==> src/rtl/muldiv_sequencer_pkg.sv <==
// Shared encodings for the RV32M multiply/divide sequencer: funct3 ops,
// FSM states, ALU select codes and small op-decoding helpers.
package muldiv_sequencer_pkg;

    typedef enum logic [2:0] {
        MDU_MUL    = 3'b000,
        MDU_MULH   = 3'b001,
        MDU_MULHSU = 3'b010,
        MDU_MULHU  = 3'b011,
        MDU_DIV    = 3'b100,
        MDU_DIVU   = 3'b101,
        MDU_REM    = 3'b110,
        MDU_REMU   = 3'b111
    } mdu_op_t;

    typedef enum logic [2:0] {
        MDU_IDLE = 3'd0,
        MDU_PREP = 3'd1,
        MDU_ITER = 3'd2,
        MDU_FIX  = 3'd3,
        MDU_DONE = 3'd4
    } mdu_state_t;

    typedef enum logic [3:0] {
        ALU_ADD = 4'd0,
        ALU_SUB = 4'd1,
        ALU_AND = 4'd2,
        ALU_OR  = 4'd3,
        ALU_XOR = 4'd4,
        ALU_SLL = 4'd5,
        ALU_SRL = 4'd6,
        ALU_SRA = 4'd7
    } alu_sel_t;

    // Divide family (DIV, DIVU, REM, REMU)
    function automatic logic is_div(mdu_op_t op);
        logic [2:0] f;
        f = op;
        return f[2];
    endfunction

    // Remainder outputs (REM, REMU)
    function automatic logic is_rem(mdu_op_t op);
        return (op == MDU_REM) || (op == MDU_REMU);
    endfunction

    // High-word multiply outputs (MULH, MULHSU, MULHU)
    function automatic logic hi_word(mdu_op_t op);
        return (op == MDU_MULH) || (op == MDU_MULHSU) || (op == MDU_MULHU);
    endfunction

    // rs1 is a signed operand. MUL returns only the low word, which does not
    // depend on signedness, so it runs on raw unsigned operands.
    function automatic logic op1_signed(mdu_op_t op);
        return (op == MDU_MULH) || (op == MDU_MULHSU) ||
               (op == MDU_DIV)  || (op == MDU_REM);
    endfunction

    // rs2 is a signed operand (MULHSU keeps rs2 unsigned)
    function automatic logic op2_signed(mdu_op_t op);
        return (op == MDU_MULH) || (op == MDU_DIV) || (op == MDU_REM);
    endfunction

endpackage

==> src/rtl/muldiv_sequencer_alu.sv <==
// Single-adder integer ALU shared by the sequencer. c_flag is the adder
// carry-out: on ALU_SUB it is 1 when no borrow occurred (a >= b unsigned).
module muldiv_sequencer_alu
    import muldiv_sequencer_pkg::*;
#(
    parameter int W = 32
) (
    input  logic [W-1:0]         a,
    input  logic [W-1:0]         b,
    input  alu_sel_t             sel,
    input  logic                 type_ir,
    input  logic [$clog2(W)-1:0] shamt,
    output logic [W-1:0]         y,
    output logic                 c_flag
);

    logic [W-1:0]         b_eff;
    logic [W:0]           sum;
    logic [$clog2(W)-1:0] sh;

    // One adder serves both add and subtract (a + ~b + 1)
    always_comb begin
        b_eff  = (sel == ALU_SUB) ? ~b : b;
        sum    = {1'b0, a} + {1'b0, b_eff} + {{W{1'b0}}, (sel == ALU_SUB)};
        c_flag = sum[W];
    end

    // Result select; immediate-form shifts take their amount from shamt
    always_comb begin
        sh = type_ir ? shamt : b[$clog2(W)-1:0];
        unique case (sel)
            ALU_ADD, ALU_SUB: y = sum[W-1:0];
            ALU_AND:          y = a & b;
            ALU_OR:           y = a | b;
            ALU_XOR:          y = a ^ b;
            ALU_SLL:          y = a << sh;
            ALU_SRL:          y = a >> sh;
            ALU_SRA:          y = $signed(a) >>> sh;
            default:          y = '0;
        endcase
    end

endmodule

==> src/rtl/muldiv_sequencer.sv <==
// Iterative RV32M MUL/DIV/REM sequencer. Shift-add multiply and restoring
// divide on operand magnitudes, driven through one shared ALU; the sign is
// applied in a final FIX cycle.
module muldiv_sequencer
    import muldiv_sequencer_pkg::*;
#(
    parameter int n     = 32,
    parameter int CNT_W = 6
) (
    input  logic         clk,
    input  logic         rst,
    input  logic         start,
    input  logic         flush,
    input  logic [2:0]   funct3,
    input  logic [n-1:0] rs1,
    input  logic [n-1:0] rs2,
    output logic         busy,
    output logic         done,
    output logic [n-1:0] result
);

    mdu_state_t       state;
    mdu_op_t          op;
    logic [n-1:0]     op_a;     // raw rs1 until PREP
    logic [n-1:0]     opb;      // |rs2| after accept, then multiplicand / divisor
    logic [n-1:0]     acc;      // product high word / partial remainder
    logic [n-1:0]     lo;       // multiplier -> product low word / quotient
    logic             sgn2;     // rs2 was a negative signed operand
    logic             neg_res;  // selected output must be negated in FIX
    logic [CNT_W-1:0] cnt;

    alu_sel_t         alu_sel;
    logic [n-1:0]     alu_a, alu_b, alu_y;
    logic             alu_c;

    mdu_op_t          in_op;
    logic             in_neg2;
    logic             s1;
    logic [n-1:0]     mag1;
    logic [n-1:0]     rem_sh;
    logic             take;
    logic             mul_c;
    logic [n-1:0]     mul_sum;
    logic [n-1:0]     fix_raw;
    logic             div_ovf;

    muldiv_sequencer_alu #(.W(n)) u_alu (
        .a      (alu_a),
        .b      (alu_b),
        .sel    (alu_sel),
        .type_ir(1'b0),
        .shamt  ('0),
        .y      (alu_y),
        .c_flag (alu_c)
    );

    // Operand decode and per-step datapath terms
    always_comb begin
        in_op   = mdu_op_t'(funct3);
        in_neg2 = op2_signed(in_op) & rs2[n-1];
        s1      = op1_signed(op) & op_a[n-1];
        mag1    = s1 ? alu_y : op_a;
        rem_sh  = {acc[n-2:0], lo[n-1]};
        // The bit shifted out of rem is an implicit bit n: when set the
        // shifted remainder exceeds any divisor, so the trial always succeeds.
        take    = alu_c | acc[n-1];
        mul_c   = lo[0] & alu_c;
        mul_sum = lo[0] ? alu_y : acc;
        fix_raw = (hi_word(op) || is_rem(op)) ? acc : lo;
        div_ovf = is_div(op) && op1_signed(op) && sgn2 &&
                  (op_a == {1'b1, {(n-1){1'b0}}}) && (opb == n'(1));
    end

    // ALU operand mux: negate rs2 on accept, rs1 in PREP, step in ITER, sign in FIX
    always_comb begin
        alu_a   = '0;
        alu_b   = rs2;
        alu_sel = ALU_SUB;
        unique case (state)
            MDU_PREP: alu_b = op_a;
            MDU_ITER: begin
                if (is_div(op)) begin
                    alu_a   = rem_sh;
                    alu_b   = opb;
                    alu_sel = ALU_SUB;
                end else begin
                    alu_a   = acc;
                    alu_b   = opb;
                    alu_sel = ALU_ADD;
                end
            end
            MDU_FIX: begin
                if (hi_word(op)) begin
                    // high word of -{acc,lo} = ~acc + (lo == 0)
                    alu_a   = ~acc;
                    alu_b   = {{(n-1){1'b0}}, (lo == '0)};
                    alu_sel = ALU_ADD;
                end else begin
                    alu_b   = fix_raw;
                end
            end
            default: ;
        endcase
    end

    // Sequencer FSM with registered busy/done/result
    always_ff @(posedge clk or posedge rst) begin
        if (rst) begin
            state   <= MDU_IDLE;
            op      <= MDU_MUL;
            op_a    <= '0;
            opb     <= '0;
            acc     <= '0;
            lo      <= '0;
            sgn2    <= 1'b0;
            neg_res <= 1'b0;
            cnt     <= '0;
            busy    <= 1'b0;
            done    <= 1'b0;
            result  <= '0;
        end else if (flush) begin
            state <= MDU_IDLE;
            busy  <= 1'b0;
            done  <= 1'b0;
        end else begin
            done <= 1'b0;
            unique case (state)
                MDU_IDLE, MDU_DONE: begin
                    if (start) begin
                        op    <= in_op;
                        op_a  <= rs1;
                        sgn2  <= in_neg2;
                        opb   <= in_neg2 ? alu_y : rs2;
                        busy  <= 1'b1;
                        state <= MDU_PREP;
                    end else begin
                        state <= MDU_IDLE;
                    end
                end
                MDU_PREP: begin
                    if (is_div(op) && opb == '0) begin
                        result <= is_rem(op) ? op_a : '1;
                        busy   <= 1'b0;
                        done   <= 1'b1;
                        state  <= MDU_DONE;
                    end else if (div_ovf) begin
                        result <= is_rem(op) ? '0 : op_a;
                        busy   <= 1'b0;
                        done   <= 1'b1;
                        state  <= MDU_DONE;
                    end else begin
                        acc     <= '0;
                        cnt     <= CNT_W'(n);
                        neg_res <= is_rem(op) ? s1 : (s1 ^ sgn2);
                        if (is_div(op)) begin
                            lo <= mag1;
                        end else begin
                            lo  <= opb;
                            opb <= mag1;
                        end
                        state <= MDU_ITER;
                    end
                end
                MDU_ITER: begin
                    if (is_div(op)) begin
                        acc <= take ? alu_y : rem_sh;
                        lo  <= {lo[n-2:0], take};
                    end else begin
                        acc <= {mul_c, mul_sum[n-1:1]};
                        lo  <= {mul_sum[0], lo[n-1:1]};
                    end
                    cnt <= cnt - CNT_W'(1);
                    if (cnt == CNT_W'(1)) state <= MDU_FIX;
                end
                MDU_FIX: begin
                    result <= neg_res ? alu_y : fix_raw;
                    busy   <= 1'b0;
                    done   <= 1'b1;
                    state  <= MDU_DONE;
                end
                default: begin
                    busy  <= 1'b0;
                    state <= MDU_IDLE;
                end
            endcase
        end
    end

endmodule

==> config.mk <==
export PLATFORM = sky130hd
export DESIGN_NAME = muldiv_sequencer
export DESIGN_NICKNAME = d
export VERILOG_FILES = /design/src/rtl/muldiv_sequencer_pkg.sv /design/src/rtl/muldiv_sequencer_alu.sv /design/src/rtl/muldiv_sequencer.sv
export SDC_FILE = /design/constraint.sdc
export NUM_CORES = 1
export LEC_CHECK = 0
export BUFFER_PORTS_ARGS = -buffer_cell sky130_fd_sc_hd__buf_2
export CAP_MARGIN = 5
export CORE_MARGIN = 2
export CORE_UTILIZATION = 45
export CTS_BUF_LIST = sky130_fd_sc_hd__clkbuf_16
export DETAILED_ROUTE_END_ITERATION = 12
export HOLD_SLACK_MARGIN = 0.03
export PLACE_DENSITY = 0.66
export SLEW_MARGIN = 30
export SYNTH_ARGS = -nofsm -noshare
export SYNTH_HDL_FRONTEND = slang
export SYNTH_SLANG_ARGS = --single-unit
export TNS_END_PERCENT = 20
==> constraint.sdc <==
create_clock -name clk -period 5.5 [get_ports clk]
set_input_delay 0.275 -clock clk [delete_from_list [all_inputs] [get_ports clk]]
set_output_delay 0.275 -clock clk [all_outputs]
set_load 0.01 [all_outputs]
==> key figures <==
Run status
  – Status: completed

Die
  – Die width: 183 um
  – Die Y: 183 um
  – Core Rows: 65
  – Core ar.: 0.0316 sq mm
  – I/O pin total: ~110
  – Die Area: around 0.033 sq mm
  – Initial core utilization: about 46%

Placement
  – Dpl hpwl: 42.7 mm
  – Placed cells: 2280
  – PortBufs: around 100
  – Placer Congestion: 0.999

Timing
  – Slew Viols, Final: 0
  – Final hold vios: 0
  – Final setup fails: 0
  – Measured slew at the worst slew-check pin: slightly above 1 ns
  – Crit share post-route: a little over nine tenths
  – F_max: 192 MHz
  – Setup Skew: 0.00882 ns
  – Min Tclk post-route: 5.20 ns
  – RSZ-0062 raised after global routing: false
  – Min Hold Slack: 0.0384 ns
  – Worst rel slew slack: between 30% and 40%
  – Setup TNS: 0 ns

Cells and area
  – Final Core Density: 51.3%
  – Layout Nets: 2021
  – Final non-filler cell total: 2331
  – Layout area overhead: 12.4%
  – Most frequent cells in the layout: o21ai_0, nand2_1, a21oi_1
  – Most common cell after layout, fill and taps aside: o21ai_0
  – Antenna Diode Count: 0
  – Share of layout cells above drive strength 1: 12.8%

Synthesis
  – Average cell area after synthesis: 7.72 sq um
  – Synth top area cells: dfrtp_1, mux2i_1, o21ai_0
  – Post-synth EDFFs: 0
  – Largest family of logic cells by synthesized area: compound AO/OA/AOI/OAI gates
  – Synth top area share: 30.6%
  – Post-synthesis cell count: 1864
  – Post-synthesis adder-cell area fraction: under 10%
  – Synth area leader: dfrtp_1
  – Sequential share of the synthesized area: 30.6%
  – Yosys reg bits: 176
  – Post-synth net total: 1969
  – Async set-reset flop share out of synthesis: 100%
  – Synth Area in Simple Gates: 17.5%
  – Compound-cell area share of the yosys netlist: 29.0%
  – Ys flop type: dfrtp_1
  – Yosys cell types: 75
  – Post-synthesis cell area: about 0.014 sq mm
  – Mux cell area share after synthesis: 10.7%
  – Synth Area in XOR/XNOR: between 3 and 4%
  – Yosys warning total: 0

Worst setup path
  – CP Class: reg -> reg
  – FF-to-FF setup slack: approximately 0.3 ns
  – Crit start category: register
  – Crit path largest cell delay: 0.69 ns
  – Cell family with most CP delay: compound AO/OA/AOI/OAI gates
  – Max Fanout on Critical Path: 24
  – Worst Path Arrival: 5.53 ns
  – R2r endpoint: result[25]
  – WP buf/inv: 1
  – Critical-path top delay cell: dfrtp_2
  – CP required: 5.84 ns
  – Critical Path, Cell by Cell: and3b_1, o21ai_2, o21ai_0, o21ai_0, xor2_1, ha_1, a21o_1, a2111o_1, a31o_2, nand2_1, or3_1, o31ai_1, a21oi_1, xor2_1, buf_4, mux2i_1, a221o_1
  – FF-to-FF path depth: 17
  – Crit. End Element: register
  – Worst reg2reg path startpoint: state[1]

Drt
  – Routed len/inst: 25.4 um
  – Routed WL: between 50 and 60 mm
  – Top sig layer: met4
  – DRT antenna net count: 0
  – Metal2 WL: 24.0 mm
  – Met3 wire length: 7.78 mm
  – Vias: 15344
  – Met1 wire length: 26.1 mm
  – Number of DRC markers in iteration 0: roughly 2100
  – Vias/cell: 6.58
  – Router iterations before antenna repair: 7
  – DRC viols: 0

Job
  – Max-cap violation count: 0

Clock tree
  – Postcts setup bufs: 0
  – CTS tree: built
  – Total CTS buffers: 17
  – Clock Latency Late Sink: 0.45 ns
  – CTS Root Cell: clkbuf_16
  – H-tree levels: 4
  – Clock sink count: 176
  – Clk pin slew, worst setup/hold paths: ~0.070 ns
  – CTS Buffer Depth: 2

Global routing
  – Number of global-route vias before repair: 14188
  – First-pass GRT wire length: 89.8 mm
  – All-Layer GR Usage: a little over a third
  – Gr ovfl total: 0
  – Initial antenna violation count: 0
  – Largest net degree at the start of global routing: between 80 and 90

Hold path
  – Hold Path Sink: op_a[6]
  – WHS Path Cells: 3
  – Hold path start: rs1[6]
  – Hold Path Class: in -> reg

Power and ir drop
  – Maximum VDD drop: 0.000244 V
  – PD cells: 454 mW/mm^2
  – Lkg Pwr: 6.92 nW
cell type report:
type                            count  area, sq um
Clock buffer                       17          425
Clock inverter                     15          160
Fill cell                        3111        15400
Inverter                           59          226
Multi-Input combinational cell   1490         9330
Sequential cell                   176         4410
Tap cell                          402          503
Timing Repair Buffer              172         1120
stage by stage:
step | area (sq um) | power, mW | setup WS, ns
global route | 16200 | 7.70 | 0.0567
floorplan | 14400 | 4.54 | 0.451
CTS | 16100 | 7.16 | 0.477
detailed placement | 15400 | 5.87 | 0.512
finish | 16200 | 7.34 | 0.305
global placement | 15400 | 5.84 | 0.580
Yosys cell counts, drive strengths merged, types with 28 or more instances:
| cell | count |
|---|---|
| ha | 33 |
| xor2 | 40 |
| o22ai | 37 |
| inv | 59 |
| o21ai | 262 |
| dfrtp | 176 |
| a21oi | 186 |
| mux2i | 133 |
| nand2 | 199 |
| clkbuf | 125 |
| a211oi | 30 |
| nand2b | 40 |
| nor3 | 29 |
| a21o | 28 |
| nor2 | 177 |
what timing repair did:
item                       in CTS  in global routing
resized for setup               0                  2
hold endpoints to repair       68                  0
hold buffers                   18                  0
setup endpoints to repair       0                  1
tightest hold or removal path, cell delays in order:
cell and delay [ns]:
buf_2 0.08, nand2_1 0.03, o21ai_0 0.06
cell families after synthesis:
family / Yosys count
fa+ha+maj: 34
xor+xnor: 63
compound gates: 690
buf+inv: 198
simple gates: 551
flops: 176
mux: 152
flip-flops by register name, summed over array words and instances, names as in the netlist:
register / cells
neg_res: 1
result: 32
cnt: 6
state: 3
op_a: 32
acc: 32
done: 1
busy: 1
sgn2: 1
op: 3
opb: 32
lo: 32
how the worst max path moves through the flow:
stage,from,endpoint,depth (start not counted)
floorplan,rst,acc[0],1
global placement,state[1],opb[22],15
detailed placement,op[0],opb[22],17
CTS,op[0],opb[22],17
global route,op[0],lo[18],17
finish,state[1],result[25],17
where the power goes:
group | switching, mW | internal [mW] | total [mW]
combinational | 2.32 | 1.34 | 3.66
clock | 0.595 | 0.676 | 1.27
sequential | 0.674 | 1.74 | 2.41
layer usage:
metal,global-route usage (%),vias to the layer above
met4,9.31,0
met2,49.5,1023
met5,0,-
met3,9.95,94
met1,53.0,7369
li1,-,6858
No activity file was read; power rests on OpenSTA's default activity.
